[src/rtl/rst_sequencer.sv]
// rst_sequencer: filtered, stretched and staggered reset controller
// for the ULA CPLD, with a sticky reset-cause register.
module rst_sequencer #(
  parameter int NCH     = 3,
  parameter int NSRC    = 2,
  parameter int FILT_W  = 3,
  parameter int STRETCH = 8,
  parameter int STAGGER = 4,
  parameter int BLANK   = 16
) (
  input  logic            clk28,
  input  logic            rst,
  input  logic            por_n,
  input  logic [NSRC-1:0] src_req,
  input  logic            cpu_rst_pin_n,
  output logic            cpu_rst_oe,
  output logic [NCH-1:0]  dom_rst_n,
  output logic [NSRC+1:0] cause,
  input  logic            cause_clr,
  output logic            busy
);
  localparam int SW = (STRETCH > 1) ? $clog2(STRETCH) : 1;
  localparam int GW = (STAGGER > 1) ? $clog2(STAGGER) : 1;
  localparam int BW = (BLANK > 1) ? $clog2(BLANK) : 1;
  localparam logic [SW-1:0] S_MAX = SW'(STRETCH - 1);
  localparam logic [GW-1:0] G_MAX = GW'(STAGGER - 1);
  localparam logic [BW-1:0] B_MAX = BW'(BLANK - 1);

  typedef enum logic [1:0] {
    ASSERT,
    RELEASE,
    RUN
  } state_t;

  state_t state_q, state_d;
  logic [SW-1:0] sc_q, sc_d;
  logic [GW-1:0] gc_q, gc_d;
  logic [BW-1:0] bc_q, bc_d;
  logic [NCH-1:0] dom_q, dom_d;
  logic oe_q, oe_d;
  logic busy_q;
  logic [NSRC+1:0] cause_q;

  logic [1:0] por_sync, pin_sync;
  logic [FILT_W-1:0] por_cnt, pin_cnt;
  logic por_evt, ext_evt, pin_en, trig;

  assign por_evt = &por_cnt;
  assign ext_evt = &pin_cnt;
  // The pin is only trusted once our own drive has had time to recover.
  assign pin_en = (state_q == RUN) && (bc_q == '0);
  assign trig = por_evt | ext_evt | (|src_req);

  always_ff @(posedge clk28) begin
    if (rst) begin
      por_sync <= 2'b11;
      pin_sync <= 2'b11;
      por_cnt  <= '0;
      pin_cnt  <= '0;
      cause_q  <= (NSRC+2)'(1);
    end else begin
      por_sync <= {por_sync[0], por_n};
      pin_sync <= {pin_sync[0], cpu_rst_pin_n};
      if (por_sync[1])
        por_cnt <= '0;
      else if (!por_evt)
        por_cnt <= por_cnt + FILT_W'(1);
      if (!pin_en || pin_sync[1])
        pin_cnt <= '0;
      else if (!ext_evt)
        pin_cnt <= pin_cnt + FILT_W'(1);
      cause_q <= (cause_clr ? '0 : cause_q)
               | {src_req, ext_evt, por_evt};
    end
  end

  always_ff @(posedge clk28) begin
    if (rst) begin
      state_q <= ASSERT;
      sc_q    <= S_MAX;
      gc_q    <= '0;
      bc_q    <= '0;
      dom_q   <= '0;
      oe_q    <= 1'b1;
      busy_q  <= 1'b1;
    end else begin
      state_q <= state_d;
      sc_q    <= sc_d;
      gc_q    <= gc_d;
      bc_q    <= bc_d;
      dom_q   <= dom_d;
      oe_q    <= oe_d;
      busy_q  <= (state_d != RUN);
    end
  end

  always_comb begin
    state_d = state_q;
    sc_d    = sc_q;
    gc_d    = gc_q;
    bc_d    = bc_q;
    dom_d   = dom_q;
    oe_d    = oe_q;
    unique case (state_q)
      ASSERT: begin
        dom_d = '0;
        oe_d  = 1'b1;
        if (trig) begin
          sc_d = S_MAX;
        end else if (sc_q == '0) begin
          state_d = RELEASE;
          gc_d    = G_MAX;
        end else begin
          sc_d = sc_q - SW'(1);
        end
      end
      RELEASE: begin
        if (trig) begin
          state_d = ASSERT;
          dom_d   = '0;
          oe_d    = 1'b1;
          sc_d    = S_MAX;
        end else if (gc_q != '0) begin
          gc_d = gc_q - GW'(1);
        end else if (!(&dom_q)) begin
          // Domains form a thermometer code: shift in the next one.
          dom_d = (dom_q << 1) | NCH'(1);
          gc_d  = G_MAX;
        end else begin
          state_d = RUN;
          oe_d    = 1'b0;
          bc_d    = B_MAX;
        end
      end
      RUN: begin
        if (trig) begin
          state_d = ASSERT;
          dom_d   = '0;
          oe_d    = 1'b1;
          sc_d    = S_MAX;
        end else if (bc_q != '0) begin
          bc_d = bc_q - BW'(1);
        end
      end
      default: begin
        state_d = ASSERT;
        dom_d   = '0;
        oe_d    = 1'b1;
        sc_d    = S_MAX;
      end
    endcase
  end

  assign cpu_rst_oe = oe_q;
  assign dom_rst_n  = dom_q;
  assign cause      = cause_q;
  assign busy       = busy_q;
endmodule

[config.mk]
export PLATFORM = sky130hd
export DESIGN_NAME = rst_sequencer
export DESIGN_NICKNAME = d
export VERILOG_FILES = /design/src/rtl/rst_sequencer.sv
export SDC_FILE = /design/constraint.sdc
export NUM_CORES = 1
export LEC_CHECK = 0
export ABC_CLOCK_PERIOD_IN_PS = 2200
export BUFFER_PORTS_ARGS = -buffer_cell sky130_fd_sc_hd__buf_2
export CORE_MARGIN = 2
export CORE_UTILIZATION = 45
export CTS_CLUSTER_DIAMETER = 50
export DETAILED_ROUTE_END_ITERATION = 10
export GPL_TIMING_DRIVEN = 0
export PLACE_DENSITY = 0.69
export SLEW_MARGIN = 20
export SYNTH_ARGS = -nofsm -noshare
export SYNTH_HDL_FRONTEND = slang
export SYNTH_SLANG_ARGS = --single-unit
[constraint.sdc]
create_clock -name clk28 -period 2.2 [get_ports clk28]
set_clock_uncertainty 0.2 [all_clocks]
set_input_delay 0.11 -clock clk28 [delete_from_list [all_inputs] [get_ports clk28]]
set_output_delay 0.11 -clock clk28 [all_outputs]
set_load 0.05 [all_outputs]
==> impl_metrics.env, run 1 <==
export IMPL_setup_violations=0
export IMPL_regToRegStartpoint="por_cnt[0]"
export IMPL_min_period_ns=2.09
export IMPL_drt_iter0_drc=57
export IMPL_ys_flop_type="dfxtp_1"
export IMPL_hold_start="por_sync[0]"
export IMPL_multiInputGateArea_um2=821
export IMPL_fin_nets=211
export IMPL_core_area_um2=3080
export IMPL_num_rows=20
export IMPL_cp_end_kind="flip-flop"
export IMPL_dieArea_um2=3720
export IMPL_arrival_ns=2.10
export IMPL_cts_clk_slew_worst_paths_ns=0.09
export IMPL_worstSetupPathType="reg -> reg"
export IMPL_synth_seq_cells=30
export IMPL_final_period_utilization_pct=95.1
export IMPL_grt_usage_pct=18.6
export IMPL_grt_pass1_vias=1213
export IMPL_slowest_stage="dfxtp_2"
export IMPL_rsz0062_at_grt="no"
export IMPL_routed_wl_um=3100
export IMPL_synth_seq_area_share_pct=41.1
export IMPL_io_pin_count=16
export IMPL_io_buffers=15
export IMPL_start_util_pct=47.5
export IMPL_hold_path_depth=1
export IMPL_cts_sinks=30
export IMPL_final_antenna_net_count=0
export IMPL_placed_cells=216
export IMPL_holdPathEnd="por_sync[1]"
export IMPL_layout_drive_gt1_share_pct=25.9
export IMPL_avgSynthCellArea_um2=9.32
export IMPL_slew_headroom_pct=69.8
export IMPL_crit_cells=9
export IMPL_post_route_drc_count=0
export IMPL_cts_buffers=5
export IMPL_n_fill_cell=289
export IMPL_cts_max_level=2
export IMPL_drv_cap=0
export IMPL_antenna_found_initial=0
export IMPL_die_width_um=61.0
export IMPL_seq_area_um2=604
export IMPL_critPathTopFamily="buffers and inverters"
export IMPL_cts_root_buffer="clkbuf_4"
export IMPL_crit_buf_inv=3
export IMPL_die_y_um=61.0
export IMPL_num_vias=1227
export IMPL_synthDistinctLibCells=38
export IMPL_gp_congestion=0.784
export IMPL_syn_inst=157
export IMPL_r2r_setup_slack_ns=0.11
export IMPL_status="finished clean"
export IMPL_drt_pre_antenna_iters=4
export IMPL_synthToLayoutAreaGrowth_pct=24.6
export IMPL_tritoncts="done"
export IMPL_syn_nets=176
export IMPL_path_cells="ha_4, ha_4, buf_6, buf_4, nor4_4, buf_4, a31oi_1, a2111oi_2, nand2_1"
export IMPL_worstPathRequired_ns=2.21
export IMPL_cp_max_fo=4
export IMPL_timing_hold_violations_final=0
export IMPL_cellLeakagePower_nw=0.708
export IMPL_fin_cells=237
export IMPL_grt_busiest_layer="met2"
export IMPL_async_flop_share_pct=0
export IMPL_diodes=0
export IMPL_via_per_inst=5.18
export IMPL_max_freq_mhz=478
export IMPL_slew_viol_final=0
export IMPL_clock_latency_ns=0.33
export IMPL_rr_endpoint="busy"
export IMPL_drt_wirelength_per_cell_um=13.1
export IMPL_grt_pass1_wl_um=5040
export IMPL_use_met1_pct=19.8
export IMPL_hp_class="reg -> reg"
export IMPL_synth_edf_count=0
export IMPL_rr_worst_depth=9
export IMPL_cp_slowest_stage_delay_ns=0.35
export IMPL_mappedNetlistArea_um2=1460
export IMPL_met2_usage_pct=33.2
export IMPL_grt_max_degree=11
export IMPL_gr_total_overflow=0
export IMPL_clockBufferDepth=2
export IMPL_detailed_place_hpwl_um=2190
export IMPL_mostFrequentLayoutCells="dfxtp_1, buf_2, nor2_1, inv_1, a21oi_1"
export IMPL_worstMarginPinSlew_ns=0.452
export IMPL_ys_warnings_count=0
export IMPL_startpoint_type="flip-flop"
export IMPL_vdd_drop_max_v=0.000392
export IMPL_final_common_cell="dfxtp_1"
export IMPL_fin_util_pct=59.2
export IMPL_pwr_density_cell_nw_per_um2=530
export IMPL_use_met3_pct=6.30
==> cells by family (layout without fill, tap and decap cells) <==
family	Yosys count	in the layout	synth area share, %
xor+xnor	2	2	1.20
buf+inv	21	57	6.67
mux	7	7	4.88
flops	30	30	41.1
fa+ha+maj	12	12	10.3
simple gates	53	53	20.4
compound gates	32	32	15.6
==> flip-flops by register name, indices dropped and copies added, names as in the netlist, 3 cells and up <==
register,flops
bc_q,4
cause,4
dom_rst_n,3
pin_cnt,3
por_cnt,3
sc_q,3
==> where the power goes <==
group / leakage, nW / switching [mW] / total, mW / internal [mW]
Combinational: 0.427 / 0.0398 / 0.0683 / 0.0286
Clock: 0.0353 / 0.188 / 0.342 / 0.155
Sequential: 0.245 / 0.00425 / 0.556 / 0.551
Total: 0.708 / 0.232 / 0.966 / 0.735
==> per-layer routing <==
layer	vias to the layer above	share of wire [%]	routed length (µm)
met5	-	0	0
met2	26	51	1580
met4	0	2.7	85
li1	620	-	-
met1	569	43	1340
met3	12	3.2	100
==> synth_stat cells (all sizes together) (2+ instances only) <==
cell	n	area [µm²]
dfxtp	30	601
nor2	15	56.3
inv	13	48.8
ha	12	150
a21oi	11	55.1
nor3	9	45.0
o21ai	7	35.0
mux2i	6	60.1
nand2	6	22.5
clkbuf	5	18.8
nand2b	5	31.3
or2	4	25.0
a311oi	3	26.3
buf	3	30.0
nand3	3	15.0
a211o	2	17.5
a31oi	2	12.5
nand3b	2	15.0
nor4	2	27.5
xor2	2	17.5
==> worst register-to-register path, cell delays in order (launching register included) <==
cell and delay (ns):
dfxtp_2 0.35, ha_4 0.16, ha_4 0.15, buf_6 0.11, buf_4 0.14, nor4_4 0.20, buf_4 0.19, a31oi_1 0.09
a2111oi_2 0.27, nand2_1 0.11
==> how the worst max path moves through the flow <==
| stage | from | to | slack, ns |
|---|---|---|---|
| 6_report | por_cnt[0] | busy | 0.11 |
| 4_1_cts | pin_cnt[1] | gc_q[0] | 0.01 |
| 2_1_floorplan | pin_cnt[0] | gc_q[0] | 0.004 |
| 3_3_place_gp | pin_cnt[0] | busy | -0.07 |
| 3_5_place_dp | pin_cnt[0] | gc_q[0] | -0.1 |
| 5_1_grt | state_q[1] | gc_q[0] | 0.0006 |
==> stage by stage <==
step	power (mW)	TNS (ns)	setup slack, ns	hold WS [ns]	area (µm²)
floorplan	0.606	0	0.00396	-0.00803	1460
global placement	0.623	-0.175	-0.0708	0.0948	1590
detailed placement	0.625	-0.305	-0.0959	0.100	1590
CTS	0.977	0	0.0150	0.223	1740
global route	1.01	0	0.000599	0.235	1820
finish	0.966	0	0.108	0.221	1820
==> final cells by class <==
| type | count | share of cell area (%) |
|---|---|---|
| Buffer | 6 | 1.65 |
| Clock inverter | 1 | 0.275 |
| Clock buffer | 7 | 3.02 |
| Tap cell | 44 | 3.02 |
| Sequential cell | 30 | 33.2 |
| Timing Repair Buffer | 30 | 11.1 |
| Inverter | 13 | 2.68 |
| Multi-Input combinational cell | 106 | 45.1 |
==> what timing repair did <==
| action | in CTS | in global routing |
|---|---|---|
| hold buffers | 6 | 0 |
| setup endpoints to repair | 5 | 6 |
| cloned | 0 | 0 |
| gates resized for setup | 6 | 8 |
| buffers inserted | 4 | 5 |
| pin swaps | 4 | 3 |
| endpoints found under the hold margin | 14 | 0 |
Note: power is estimated with default switching activity, not from simulation.
==> inputs of run 2 (changes only) <==
- CTS_BUF_LIST: unset -> sky130_fd_sc_hd__clkbuf_16
==> impl_metrics.env, run 2 (same netlist as run 1, synthesis figures left out) <==
export IMPL_clockBufferDepth=2
export IMPL_p_int_uw=990
export IMPL_p_sw_share_pct=21.2
export IMPL_grt_pass1_vias=1233
export IMPL_cts_clk_slew_worst_paths_ns=0.05
export IMPL_synthToLayoutAreaGrowth_pct=26.9
export IMPL_antenna_found_initial=0
export IMPL_rr_endpoint="gc_q[0]"
export IMPL_detailed_place_hpwl_um=2190
export IMPL_num_rows=20
export IMPL_grt_usage_pct=19.3
export IMPL_seq_area_um2=603
export IMPL_drv_cap=0
export IMPL_gr_total_overflow=0
export IMPL_regToRegStartpoint="por_cnt[0]"
export IMPL_vdd_drop_max_v=0.000590
export IMPL_p_clk_share_pct=49.9
export IMPL_final_common_cell="dfxtp_1"
export IMPL_slowest_stage="or4_4"
export IMPL_io_pin_count=16
export IMPL_holdPathEnd="por_sync[1]"
export IMPL_die_width_um=61.0
export IMPL_tns_ns=0
export IMPL_r2r_setup_slack_ns=0.04
export IMPL_start_util_pct=47.5
export IMPL_pwr_density_cell_nw_per_um2=677
export IMPL_hp_class="reg -> reg"
export IMPL_post_route_drc_count=0
export IMPL_dieArea_um2=3720
export IMPL_via_per_inst=5.32
export IMPL_layout_drive_gt1_share_pct=24.7
export IMPL_cts_max_level=2
export IMPL_die_y_um=61.0
export IMPL_setup_violations=0
export IMPL_final_period_utilization_pct=98.2
export IMPL_max_freq_mhz=463
export IMPL_status="finished clean"
export IMPL_cts_sinks=30
export IMPL_drt_wirelength_per_cell_um=13.7
export IMPL_met1Wirelength_um=1350
export IMPL_clock_latency_ns=0.27
export IMPL_grt_pass1_wl_um=5210
export IMPL_hold_start="por_sync[0]"
export IMPL_pwr_share_seq_pct=44.4
export IMPL_gp_congestion=0.784
export IMPL_dr_wl_met3_um=112
export IMPL_cp_end_kind="flip-flop"
export IMPL_cts_buffers=5
export IMPL_num_vias=1244
export IMPL_multiInputGateArea_um2=797
export IMPL_worstPathRequired_ns=2.17
export IMPL_fin_nets=208
export IMPL_tritoncts="done"
export IMPL_io_buffers=15
export IMPL_n_fill_cell=283
export IMPL_core_area_um2=3080
export IMPL_grt_max_degree=11
export IMPL_drt_pre_antenna_iters=4
export IMPL_cp_slowest_stage_delay_ns=0.47
export IMPL_path_cells="ha_1, ha_2, buf_6, or4_4, a221oi_4, nor2_2, a311oi_2"
export IMPL_routed_wl_um=3210
export IMPL_min_period_ns=2.16
export IMPL_drt_iter0_drc=55
export IMPL_arrival_ns=2.13
export IMPL_timing_hold_violations_final=0
export IMPL_cts_root_buffer="clkbuf_16"
export IMPL_cellLeakagePower_nw=0.735
export IMPL_diodes=0
export IMPL_slew_viol_final=0
export IMPL_combPwrFrac_pct=5.7
export IMPL_dr_wl_met2_um=1720
export IMPL_fin_util_pct=60.3
export IMPL_mostFrequentLayoutCells="dfxtp_1, buf_2, inv_1, nor2_1, a21oi_1"
export IMPL_p_switching_uw=266
export IMPL_final_antenna_net_count=0
export IMPL_worstMarginPinSlew_ns=0.475
export IMPL_cp_max_fo=6
export IMPL_startpoint_type="flip-flop"
export IMPL_slew_headroom_pct=68.3
export IMPL_worstSetupPathType="reg -> reg"
export IMPL_rr_worst_depth=7
export IMPL_hold_path_depth=1
export IMPL_top_layer="met4"
## run 2: cell count changes in the layout (fill, tap and decap cells not counted), moves of 2 or more
cell	before	now
buf_4	9	7
clkbuf_16	0	5
clkbuf_4	5	0
ha_4	4	1
clkbuf_1	6	4
ha_2	0	2
## run 2: critical path: cells and delay by family (launching register included)
kind            cells  cell delay (ns)
compound gates      2             0.49
flops               1             0.32
fa+ha+maj           2             0.38
simple gates        2             0.55
buf+inv             1             0.13
## run 2: power by group through the flow
| stage | clock, mW | sequential (mW) | combinational, mW |
|---|---|---|---|
| after floorplan | 0 | 0.580 | 0.0254 |
| after global placement | 0 | 0.567 | 0.0554 |
| after detailed placement | 0 | 0.568 | 0.0567 |
| after CTS | 0.637 | 0.557 | 0.0682 |
| after global routing | 0.664 | 0.557 | 0.0767 |
| final | 0.627 | 0.558 | 0.0715 |
## run 2: layout make-up
type	count	area share [%]
plain buffers	5	1.42
clock buffers	5	6.74
clock inverters	3	0.674
inverters	13	2.63
multi-input cells	106	43.0
flip-flops and latches	30	32.5
well taps	44	2.97
repair buffers	28	10.1
## run 2: worst max path at each step
stage / endpoint / slack (ns) / from
after floorplan: gc_q[0] / 0.004 / pin_cnt[0]
after global placement: busy / -0.07 / pin_cnt[0]
after detailed placement: gc_q[0] / -0.1 / pin_cnt[0]
after CTS: gc_q[0] / -0.09 / por_cnt[0]
after global routing: gc_q[0] / -0.03 / por_cnt[0]
final: gc_q[0] / 0.04 / por_cnt[0]
## run 2: per-layer routing
layer  global-route usage (%)  up-vias
met5                        0        -
li1                         -      613
met1                     20.2      601
met2                     36.3       25
met4                     5.28        0
met3                     6.93        5
## run 2: per-stage QoR
| stage | power [mW] | instances | hold WS (ns) | worst slack, ns | area, µm² |
|---|---|---|---|---|---|
| 2_1_floorplan | 0.606 | 157 | -0.00803 | 0.00396 | 1460 |
| 3_3_place_gp | 0.623 | 216 | 0.0948 | -0.0708 | 1590 |
| 3_5_place_dp | 0.625 | 216 | 0.100 | -0.0959 | 1590 |
| 4_1_cts | 1.26 | 232 | 0.213 | -0.0898 | 1810 |
| 5_1_grt | 1.30 | 234 | 0.221 | -0.0301 | 1860 |
| 6_report | 1.26 | 234 | 0.210 | 0.0406 | 1860 |
## run 2: repair_timing
action                                  CTS  global route
hold buffers                              6             0
buffers inserted                          3             4
resized for setup                         2            10
cloned                                    0             0
endpoints found under the hold margin     7             0
endpoints found under the setup margin    5            10
pin swaps                                 5             3
==> inputs of run 3 (changes only) <==
- REMOVE_ABC_BUFFERS: unset -> 1
==> impl_metrics.env, run 3 (same netlist as run 1, synthesis figures left out) <==
export IMPL_status="finished clean"
export IMPL_rr_endpoint="state_q[0]"
export IMPL_num_rows=20
export IMPL_cp_end_kind="flip-flop"
export IMPL_fin_cells=227
export IMPL_cts_max_level=2
export IMPL_cp_max_fo=7
export IMPL_rr_worst_depth=6
export IMPL_cts_clk_slew_worst_paths_ns=0.05
export IMPL_cts_root_buffer="clkbuf_16"
export IMPL_clock_latency_ns=0.27
export IMPL_p_sw_share_pct=20.2
export IMPL_startpoint_type="flip-flop"
export IMPL_cts_sinks=30
export IMPL_num_vias=1189
export IMPL_die_width_um=61.0
export IMPL_drt_iter0_drc=36
export IMPL_min_period_ns=2.14
export IMPL_fin_util_pct=58.2
export IMPL_drv_cap=0
export IMPL_tns_ns=0
export IMPL_cts_buffers=5
export IMPL_io_buffers=15
export IMPL_hp_class="in -> reg"
export IMPL_die_y_um=61.0
export IMPL_timing_hold_violations_final=0
export IMPL_grt_pass1_wl_um=4760
export IMPL_place_ws_ns=-0.114
export IMPL_grt_pass1_vias=1171
export IMPL_layout_drive_gt1_share_pct=20.8
export IMPL_drt_wirelength_per_cell_um=12.3
export IMPL_final_antenna_net_count=0
export IMPL_combPwrFrac_pct=5.2
export IMPL_worstSetupPathType="reg -> reg"
export IMPL_cellLeakagePower_nw=0.717
export IMPL_dieArea_um2=3720
export IMPL_gr_total_overflow=0
export IMPL_tritoncts="done"
export IMPL_setup_violations=0
export IMPL_core_area_um2=3080
export IMPL_pwr_share_seq_pct=45.1
export IMPL_io_pin_count=16
export IMPL_vdd_drop_max_v=0.000384
export IMPL_grt_usage_pct=17.7
export IMPL_placed_cells=208
export IMPL_fin_ws_ns=0.0573
export IMPL_synthToLayoutAreaGrowth_pct=22.5
export IMPL_slew_viol_final=0
export IMPL_post_route_drc_count=0
export IMPL_r2r_setup_slack_ns=0.06
export IMPL_via_per_inst=5.24
export IMPL_holdWs_ns=0.0364
export IMPL_final_common_cell="dfxtp_1"
export IMPL_p_int_uw=986
export IMPL_antenna_found_initial=0
export IMPL_slew_headroom_pct=71.5
export IMPL_start_util_pct=47.5
export IMPL_max_freq_mhz=467
export IMPL_regToRegStartpoint="por_cnt[0]"
export IMPL_diodes=0
export IMPL_arrival_ns=2.14
export IMPL_p_clk_share_pct=49.7
export IMPL_p_switching_uw=250
export IMPL_routed_wl_um=2790
export IMPL_detailed_place_hpwl_um=1960
export IMPL_worstPathRequired_ns=2.20
export IMPL_clockBufferDepth=2
export IMPL_drt_pre_antenna_iters=4
export IMPL_fin_nets=201
export IMPL_crit_start="por_cnt[0]"
export IMPL_grt_max_degree=23
export IMPL_mostFrequentLayoutCells="dfxtp_1, nor2_1, buf_2, inv_1, a21oi_1"
export IMPL_worstMarginPinSlew_ns=0.427
export IMPL_cp_endpoint="state_q[0]"
export IMPL_final_period_utilization_pct=97.4
export IMPL_gp_congestion=0.793
export IMPL_pwr_density_cell_nw_per_um2=690
## run 3: cell types whose count changed in the layout (fill, tap and decap cells not counted), sizes merged
cell,change
clkbuf,-4
dlygate4sd3,-1
buf,-2
## run 3: worst min path at each step
stage	cells past startpoint	slack [ns]	start	to
after floorplan	1	-0.02	rst	bc_q[2]
after global placement	2	0.09	cpu_rst_pin_n	pin_sync[0]
after detailed placement	2	0.1	cpu_rst_pin_n	pin_sync[0]
after CTS	2	0.03	rst	cause[1]
after global routing	2	0.08	rst	cause[2]
final	2	0.04	rst	cause[1]
## run 3: worst max-delay path, stage by stage (launching register included)
cell     delay (ns)
dfxtp_1        0.32
ha_1           0.23
ha_4           0.20
or4_4          0.60
o32ai_1        0.33
a21oi_1        0.09
nor2_1         0.10
## run 3: through the flow
stage / power (mW) / area, µm²
after CTS: 1.25 / 1750
after global routing: 1.28 / 1790
after detailed placement: 0.620 / 1540
after floorplan: 0.599 / 1410
final: 1.24 / 1790
after global placement: 0.618 / 1540
## run 3: repair_timing
action,4_1_cts,5_1_grt
setup buffers,2,4
setup endpoints to repair,5,3
endpoints found under the hold margin,5,0
pin swaps,2,3
hold buffers,5,0
resized for setup,2,1
## run 3: layout make-up
type                            instances  area [µm²]
Multi-Input combinational cell        106         779
Tap cell                               44        55.1
Timing Repair Buffer                   26         170
Clock buffer                            5         125
Inverter                               13        48.8
Clock inverter                          3        12.5
Fill cell                             286        1290
Sequential cell                        30         601
## run 3: per-layer routing
| metal | track usage [%] | wire length (µm) | share of wire, % |
|---|---|---|---|
| met1 | 19.0 | 1190 | 43 |
| met2 | 32.1 | 1450 | 52 |
| met3 | 4.41 | 103 | 3.7 |
| met4 | 9.32 | 39 | 1.4 |
| met5 | 0 | 0 | 0 |
## run 3: power by group through the flow
| stage | clock [mW] | sequential, mW | combinational (mW) |
|---|---|---|---|
| floorplan | 0 | 0.580 | 0.0193 |
| global placement | 0 | 0.567 | 0.0511 |
| detailed placement | 0 | 0.568 | 0.0523 |
| CTS | 0.634 | 0.557 | 0.0624 |
| global route | 0.656 | 0.557 | 0.0696 |
| finish | 0.614 | 0.557 | 0.0639 |
